**src/rtl/proc_pkg.sv**
```systemverilog
// Shared widths, opcode encoding and fetch FSM states for the 8-bit processor.
package proc_pkg;

    localparam int ADDR_W  = 8;
    localparam int INSTR_W = 16;

    // The opcode sits in the top nibble of every instruction word.
    localparam int OPC_W   = 4;
    localparam int OPC_MSB = INSTR_W - 1;
    localparam int OPC_LSB = INSTR_W - OPC_W;

    localparam logic [OPC_W-1:0] OP_NOP  = 4'h0;
    localparam logic [OPC_W-1:0] OP_LDI  = 4'h1;
    localparam logic [OPC_W-1:0] OP_ADD  = 4'h2;
    localparam logic [OPC_W-1:0] OP_JMP  = 4'h3;
    localparam logic [OPC_W-1:0] OP_HALT = 4'hF;

    typedef enum logic [1:0] {
        IDLE,
        RUN,
        HALT
    } fetch_state_t;

    function automatic logic [OPC_W-1:0] opcode_of(input logic [INSTR_W-1:0] instr);
        return instr[OPC_MSB:OPC_LSB];
    endfunction

endpackage

```
**src/rtl/fetch_ctrl_if.sv**
```systemverilog
// Fetch-side bus: instruction-memory port, decode handshake and branch redirect.
interface fetch_ctrl_if;
    import proc_pkg::*;

    logic [ADDR_W-1:0]  imem_addr;
    logic [INSTR_W-1:0] imem_instr;
    logic [INSTR_W-1:0] instr_out;
    logic [ADDR_W-1:0]  instr_pc;
    logic               instr_valid;
    logic               instr_ready;
    logic               redirect_valid;
    logic [ADDR_W-1:0]  redirect_addr;

    modport master (
        output imem_addr, instr_out, instr_pc, instr_valid,
        input  imem_instr, instr_ready, redirect_valid, redirect_addr
    );

    modport slave (
        input  imem_addr, instr_out, instr_pc, instr_valid,
        output imem_instr, instr_ready, redirect_valid, redirect_addr
    );

endinterface

```
**src/rtl/fetch_ctrl_perf_cnt.sv**
```systemverilog
// Saturating 16-bit handshake and stall counters for the fetch stage.
module fetch_perf_cnt (
    input  logic        clk,
    input  logic        rst_n,
    input  logic        clear,
    input  logic        fetch_inc,
    input  logic        stall_inc,
    output logic [15:0] fetch_cnt,
    output logic [15:0] stall_cnt
);

    always_ff @(posedge clk or negedge rst_n) begin
        if (!rst_n) begin
            fetch_cnt <= '0;
            stall_cnt <= '0;
        end else if (clear) begin
            fetch_cnt <= '0;
            stall_cnt <= '0;
        end else begin
            if (fetch_inc && fetch_cnt != 16'hFFFF) fetch_cnt <= fetch_cnt + 16'd1;
            if (stall_inc && stall_cnt != 16'hFFFF) stall_cnt <= stall_cnt + 16'd1;
        end
    end

endmodule

```
**src/rtl/fetch_ctrl.sv**
```systemverilog
// Fetch sequencer: owns the PC, fills a one-entry instruction slot, handles redirect and HALT.
// Optional FETCH_PERF_CNT_EN adds saturating fetch/stall performance counters.
module fetch_ctrl
    import proc_pkg::*;
#(
    parameter logic [ADDR_W-1:0] RESET_PC = 8'h00,
    parameter logic [OPC_W-1:0]  HALT_OP  = OP_HALT
) (
    input  logic         clk,
    input  logic         rst_n,
    input  logic         start,
    fetch_ctrl_if.master bus,
    output logic         busy,
`ifdef FETCH_PERF_CNT_EN
    output logic [15:0]  fetch_cnt,
    output logic [15:0]  stall_cnt,
`endif
    output logic         halted
);

    fetch_state_t       state;
    logic [ADDR_W-1:0]  pc;
    logic [INSTR_W-1:0] instr_q;
    logic [ADDR_W-1:0]  instr_pc_q;
    logic               valid_q;
    logic               slot_free;

    assign slot_free = !valid_q || bus.instr_ready;

    // NOTE: every register here is assigned with <= so all state updates
    // see the pre-edge values, regardless of statement order.
    always_ff @(posedge clk or negedge rst_n) begin
        if (!rst_n) begin
            state      <= IDLE;
            pc         <= RESET_PC;
            instr_q    <= '0;
            instr_pc_q <= '0;
            valid_q    <= 1'b0;
        end else begin
            case (state)
                IDLE: begin
                    if (start) state <= RUN;
                end
                RUN: begin
                    if (bus.redirect_valid) begin
                        // Target fetch starts next cycle: one bubble.
                        pc      <= bus.redirect_addr;
                        valid_q <= 1'b0;
                    end else if (slot_free) begin
                        if (opcode_of(bus.imem_instr) == HALT_OP) begin
                            // PC is left pointing at the HALT word.
                            valid_q <= 1'b0;
                            state   <= HALT;
                        end else begin
                            instr_q    <= bus.imem_instr;
                            instr_pc_q <= pc;
                            valid_q    <= 1'b1;
                            pc         <= pc + 1'b1;
                        end
                    end
                end
                HALT: begin
                    valid_q <= 1'b0;
                    if (start) begin
                        pc    <= RESET_PC;
                        state <= RUN;
                    end
                end
                default: state <= IDLE;
            endcase
        end
    end

    assign bus.imem_addr   = pc;
    assign bus.instr_out   = instr_q;
    assign bus.instr_pc    = instr_pc_q;
    assign bus.instr_valid = valid_q;
    assign busy            = (state == RUN);
    assign halted          = (state == HALT);

`ifdef FETCH_PERF_CNT_EN
    logic start_accept;
    assign start_accept = start && (state == IDLE || state == HALT);

    fetch_perf_cnt u_perf (
        .clk       (clk),
        .rst_n     (rst_n),
        .clear     (start_accept),
        .fetch_inc (valid_q && bus.instr_ready),
        .stall_inc (valid_q && !bus.instr_ready && state == RUN),
        .fetch_cnt (fetch_cnt),
        .stall_cnt (stall_cnt)
    );
`endif

endmodule

```
**src/flat_wrapper.sv**
```systemverilog
// flat-port wrapper written by rule: the top's interface ports become plain ports
module fetch_ctrl_flat import proc_pkg::*;
#(
    parameter logic [ADDR_W-1:0] RESET_PC = 8'h00,
    parameter logic [OPC_W-1:0]  HALT_OP  = OP_HALT
)
  (clk, rst_n, start, busy, halted, bus_imem_addr, bus_instr_out, bus_instr_pc, bus_instr_valid, bus_imem_instr, bus_instr_ready, bus_redirect_valid, bus_redirect_addr);
  fetch_ctrl_if bus_i ();
  input  logic clk;
  input  logic rst_n;
  input  logic start;
  output logic busy;
  output logic halted;
  output wire logic [$bits(bus_i.imem_addr)-1:0] bus_imem_addr;
  output wire logic [$bits(bus_i.instr_out)-1:0] bus_instr_out;
  output wire logic [$bits(bus_i.instr_pc)-1:0] bus_instr_pc;
  output wire logic [$bits(bus_i.instr_valid)-1:0] bus_instr_valid;
  input wire logic [$bits(bus_i.imem_instr)-1:0] bus_imem_instr;
  input wire logic [$bits(bus_i.instr_ready)-1:0] bus_instr_ready;
  input wire logic [$bits(bus_i.redirect_valid)-1:0] bus_redirect_valid;
  input wire logic [$bits(bus_i.redirect_addr)-1:0] bus_redirect_addr;
  assign bus_imem_addr = bus_i.imem_addr;
  assign bus_instr_out = bus_i.instr_out;
  assign bus_instr_pc = bus_i.instr_pc;
  assign bus_instr_valid = bus_i.instr_valid;
  assign bus_i.imem_instr = bus_imem_instr;
  assign bus_i.instr_ready = bus_instr_ready;
  assign bus_i.redirect_valid = bus_redirect_valid;
  assign bus_i.redirect_addr = bus_redirect_addr;
  fetch_ctrl #(.RESET_PC(RESET_PC), .HALT_OP(HALT_OP)) u_core (.clk(clk), .rst_n(rst_n), .start(start), .bus(bus_i), .busy(busy), .halted(halted));
endmodule
```
**config.mk**
```make
export PLATFORM = sky130hd
export DESIGN_NAME = fetch_ctrl_flat
export DESIGN_NICKNAME = d
export VERILOG_FILES = /design/src/rtl/proc_pkg.sv /design/src/rtl/fetch_ctrl_if.sv /design/src/rtl/fetch_ctrl_perf_cnt.sv /design/src/rtl/fetch_ctrl.sv /design/src/flat_wrapper.sv
export SDC_FILE = /design/constraint.sdc
export NUM_CORES = 1
export LEC_CHECK = 0
export ABC_CLOCK_PERIOD_IN_PS = 2300
export CORE_MARGIN = 4
export CORE_UTILIZATION = 44
export DETAILED_ROUTE_END_ITERATION = 7
export PLACE_DENSITY = 0.8
export SYNTH_ARGS = -nofsm -noshare
export SYNTH_HDL_FRONTEND = slang
export SYNTH_SLANG_ARGS = --single-unit
```
**constraint.sdc**
```tcl
create_clock -name clk -period 2.3 [get_ports clk]
set_input_delay 0.46 -clock clk [delete_from_list [all_inputs] [get_ports clk]]
set_output_delay 0.46 -clock clk [all_outputs]
set_load 0.1 [all_outputs]
```
After elaboration in Yosys (flattened, before gate mapping)
Cells that the tools add are included.
{"block": "totals", "register_bits": 35, "elab_cells": 41}
{"block": "classes", "n_eq_ne": 10, "n_bitwise": 2, "add_sub_neg": 1, "muxes": 14, "reduce_logical": 9}
{"cell": "8-bit 2-to-1 mux", "n": 4}
{"cell": "8-bit case mux with 2 select lines", "n": 1}
{"cell": "4-bit AND reduction", "n": 3}
{"cell": "8-bit by 1-bit adder with 8-bit output, second input constant", "n": 1}
{"cell": "2-bit 2-to-1 mux", "n": 4}
{"cell": "2-bit by 1-bit inequality test with 1-bit output, second input constant", "n": 3}
{"cell": "4-bit == test, second input constant", "n": 1}
{"cell": "2-bit inequality test, second input constant", "n": 2}
{"cell": "2-bit case mux with 2 select lines", "n": 1}
{"cell": "1-bit 2-to-1 mux", "n": 3}
{"cell": "3-bit by 1-bit inequality test with 1-bit output, second input constant", "n": 1}
{"cell": "3-bit inequality test, second input constant", "n": 1}
{"cell": "2-bit by 1-bit == test with 1-bit output, second input constant", "n": 1}
{"cell": "2-bit == test, second input constant", "n": 1}
{"cell": "2-bit zero test", "n": 1}
{"cell": "1-bit NOT", "n": 2}
{"cell": "1-bit case mux with 2 select lines", "n": 1}
{"cell": "2-bit AND reduction", "n": 1}
{"cell": "2-bit nonzero test", "n": 1}
{"cell": "2-bit OR reduction", "n": 1}
{"cell": "1-bit zero test", "n": 1}
{"cell": "1-bit logical OR", "n": 1}

Longest topological paths before layout
{"block": "logic_depth", "depth_word": 5, "mapped_depth": 7, "depth_no_buf": 6}

Worst setup path before layout
No wires, ideal clock.
{"block": "synth_timing", "kind": "register to register", "startpoint": "register u_core.state[1]", "endpoint": "register u_core.instr_q[10], in the netlist u_core.bus.instr_out[10]", "t_arrival_ps": 2416, "required_time_ps": 2172, "n_path_buf": 2, "path_slack_ps": -244, "period_less_slack_ps": 2544, "stages_incl_launch_ff": 8, "cell_sequence": "dfrtp_1 -> inv_1 -> ha_1 -> nand3b_1 -> nor2b_1 -> buf_4 -> buf_6 -> mux2_1"}
{"block": "synth_between", "elab_chain_cells": 2}
{"item": "from (decl)", "line_no": "fetch_ctrl.sv:21", "text": "fetch_state_t state;"}
{"item": "from (signal assigned)", "line_no": "fetch_ctrl.sv:34", "text": "state <= IDLE;"}
{"item": "from (signal assigned)", "line_no": "fetch_ctrl.sv:42", "text": "if (start) state <= RUN;"}
{"item": "from (signal assigned)", "line_no": "fetch_ctrl.sv:53", "text": "state <= HALT;"}
{"item": "2-bit by 1-bit == test with 1-bit output"}
{"item": "net busy", "line_no": "flat_wrapper.sv:12", "text": "output logic busy;"}
{"item": "4-bit AND reduction (no line)"}
{"item": "to (signal assigned)", "line_no": "fetch_ctrl.sv:55", "text": "instr_q <= bus.imem_instr;"}
{"item": "to (decl)", "line_no": "fetch_ctrl.sv:23", "text": "logic [INSTR_W-1:0] instr_q;"}
The timed path passes the listed nets, and every way through them passes these cells.
A chain may end at the register's enable or synchronous reset.

Final worst setup path
{"block": "layout_timing", "startpoint": "input bus_imem_instr[13]", "endpoint": "register u_core.pc[6], in the netlist u_core.bus.imem_addr[6]"}
{"block": "layout_between", "elab_chain_cells": 3}
{"item": "from (decl)", "line_no": "flat_wrapper.sv:18", "text": "input wire logic [$bits(bus_i.imem_instr)-1:0] bus_imem_instr;"}
{"item": "4-bit == test", "line_no": "fetch_ctrl.sv:50", "text": "if (opcode_of(bus.imem_instr) == HALT_OP) begin"}
{"item": "3-bit inequality test (no line)"}
{"item": "4-bit AND reduction (no line)"}
{"item": "to (signal assigned)", "line_no": "fetch_ctrl.sv:47", "text": "pc <= bus.redirect_addr;"}
{"item": "to (signal assigned)", "line_no": "fetch_ctrl.sv:58", "text": "pc <= pc + 1'b1;"}
{"item": "to (decl)", "line_no": "fetch_ctrl.sv:22", "text": "logic [ADDR_W-1:0] pc;"}
Every way passes these cells.

==> results.toml <==
[die]
initial_core_util = 0.460
dieArea_um2 = 4910
rows = 22
die_w_um = 70.1
core_area_um2 = 3690
ios = 64
die_h_um = 70.1

[critical_path]
critPathLaunchType = "primary input"
r2r-end = "u_core.bus.imem_addr[6]"
cp_max_fo = 7
crit_start = "bus_imem_instr[13]"
critPathRequiredTime_ns = 2.45
r2r-start = "u_core.state[0]"
end_kind = "register"
critical_path_class = "in2reg"
ff2ff_path_depth = 5
r2r_setup_slack_ns = 0.45
arrival_ns = 2.02
crit_path_end = "u_core.bus.imem_addr[6]"

[grt]
grt_first_pass_wirelength_um = 6800
grt_pass1_vias = 1476
grt-ovfl-total = 0
grt_usage = 0.173
antenna_found_initial = 0
grt_start_max_net_pins = 36

[sta]
max-slew-margin-rel = 0.707
hold_viol = 0
grt_setup_unrepaired = "no"
setup_tns_ns = 0
finalWorstPathRequiredPeriod_ns = 1.87
slew_viol_final = 0
timing.fmax_mhz = 536
finClkSkew_ns = 0.00816
tightest_slew_ns = 0.440
setup_viol = 0
final.period_utilization = 0.812

[cts]
clk_latency_ns = 0.28
clk_path_buf_depth = 2
cts_setup_buffers = 0
clock_sinks = 35
h-tree-depth = 2
clk_pin_slew_ns = 0.07
cts_tree = "done"
hold_buffers = 0
cts-resized-gates = 0
cts_buffers = 5
cts_root_buffer = "clkbuf_8"

[detailed_routing]
route.detailed.drc = 0
firstDrtPassIters = 4
drtIter0Drc = 70
ant_nets = 0
postRouteWirelength_um = 3920
viasPerCell = 5.27
wire_per_inst_um = 15.4
vias = 1345

[yosys]
yosys.area.top_type = "dfrtp_1"
synth.most_common_cell = "dfrtp_1"
syn_area_per_cell_um2 = 12.2
syn_nets = 174
ys_ff_latch = 35
synthCells = 139
syn_area_um2 = 1700
yosys_warnings = 0
synth_cell_type_count = 41
synth_edf_count = 0
synth_common_cells = "dfrtp_1 (35), mux2_1 (16), mux2_2 (7)"
synthTopCellsByArea = "dfrtp_1 (52%), mux2_1 (11%), mux2_2 (4.6%), ha_1 (4.4%), o22a_1 (2.1%)"
synth_top_area_share = 0.516
synthFlopType = "dfrtp_1"
synthArstFlopShare = 1.00
yosysSeqAreaShare = 0.516

[placed_design]
place_congestion = 0.851
io_buffers = 63
dp_hpwl_um = 3100

[run_status]
status = "finished clean"

[flow_run]
cap_violations = 0

[finish]
syn_to_final_growth_pct = 44.0
fin_nets = 242
drive_gt1_frac = 0.280
diodes = 0
nFillCells = 297

[min_path]
holdCritPathClass = "reg2reg"
min_from = "u_core.bus.instr_out[7]"
cells in the final DEF (no fill, tap or decap), types with 2 or more instances in the layout:
cell | netlist | final
buf_12 | 0 | 3
a22o_1 | 3 | 3
o21ai_0 | 5 | 5
o31ai_1 | 2 | 2
ha_2 | 0 | 2
nor2b_1 | 3 | 3
buf_4 | 1 | 37
clkbuf_8 | 0 | 5
nand2_1 | 5 | 5
a21oi_1 | 3 | 3
mux2i_1 | 2 | 2
nor2_1 | 5 | 5
nand4_1 | 2 | 2
nand3_1 | 5 | 5
mux2_1 | 16 | 16
ha_1 | 6 | 4
mux2_2 | 7 | 7
clkdlybuf4s50_1 | 0 | 28
xor2_1 | 3 | 3
dfrtp_1 | 35 | 35
o22a_1 | 4 | 4
inv_1 | 3 | 3
nand2b_1 | 3 | 3
a31oi_1 | 2 | 2
flip-flops by register name, summed over array words and instances, names as in the netlist:
register and count:
u_core.state 2, u_core.bus.imem_addr 8, u_core.bus.instr_valid 1, u_core.bus.instr_pc 8, u_core.bus.instr_out 16
final cells by class:
cell class | count | area [um2] | area share
tap | 48 | 60.1 | 0.0246
sequential | 35 | 876 | 0.358
clock inverter | 2 | 37.5 | 0.0154
timing repair buffer | 68 | 618 | 0.253
clock buffer | 5 | 68.8 | 0.0282
multi-input combinational | 94 | 772 | 0.316
inverter | 3 | 11.3 | 0.00461
worst max-delay path, cell delays in order:
cell	delay (ns)
clkdlybuf4s50_1	0.49
nand4_1	0.26
a21oi_1	0.34
or2_1	0.31
o211ai_1	0.15
metal layers:
metal  global-route usage  wire length (um)  vias to the layer above
li1                     -                 -                      642
met1                0.197              1580                      657
met2                0.305              2030                       43
met3               0.0647               284                        3
met4               0.0447                27                        0
met5                    0                 0                        -
logic make-up after synthesis:
group	count (synthesis)	share of synthesized area
muxes	25	0.164
buffers and inverters	10	0.0317
and+or+nand+nor	32	0.108
adders and majority gates	6	0.0442
DFF	35	0.516
AOI/OAI and AO/OA	28	0.119
xor gates and xnor gates	3	0.0155
worst min-delay path by stage:
stage / endpoint / slack [ns] / cells after the start
final: u_core.bus.instr_out[7] / 0.49 / 1
after global routing: u_core.bus.instr_out[8] / 0.51 / 1
after CTS: u_core.bus.instr_out[7] / 0.49 / 1
after detailed placement: u_core.bus.instr_out[7] / 0.48 / 1
after global placement: u_core.bus.instr_out[8] / 0.47 / 1
after floorplan: u_core.bus.imem_addr[0] / 0.16 / 0
per-stage QoR:
step | setup slack (ns) | utilization | hold slack, ns | std cells | instance area (um2)
after floorplan | 0.136 | - | 0.164 | 139 | 1700
after global placement | 0.181 | 0.634 | 0.470 | 248 | 2340
after detailed placement | 0.142 | 0.634 | 0.476 | 248 | 2340
after CTS | 0.429 | 0.662 | 0.493 | 255 | 2440
after global routing | 0.300 | 0.662 | 0.509 | 255 | 2440
final | 0.433 | 0.662 | 0.490 | 255 | 2440
Power is not shown: default switching activity piles up to over one toggle a cycle in this logic, so the estimate is an artifact.
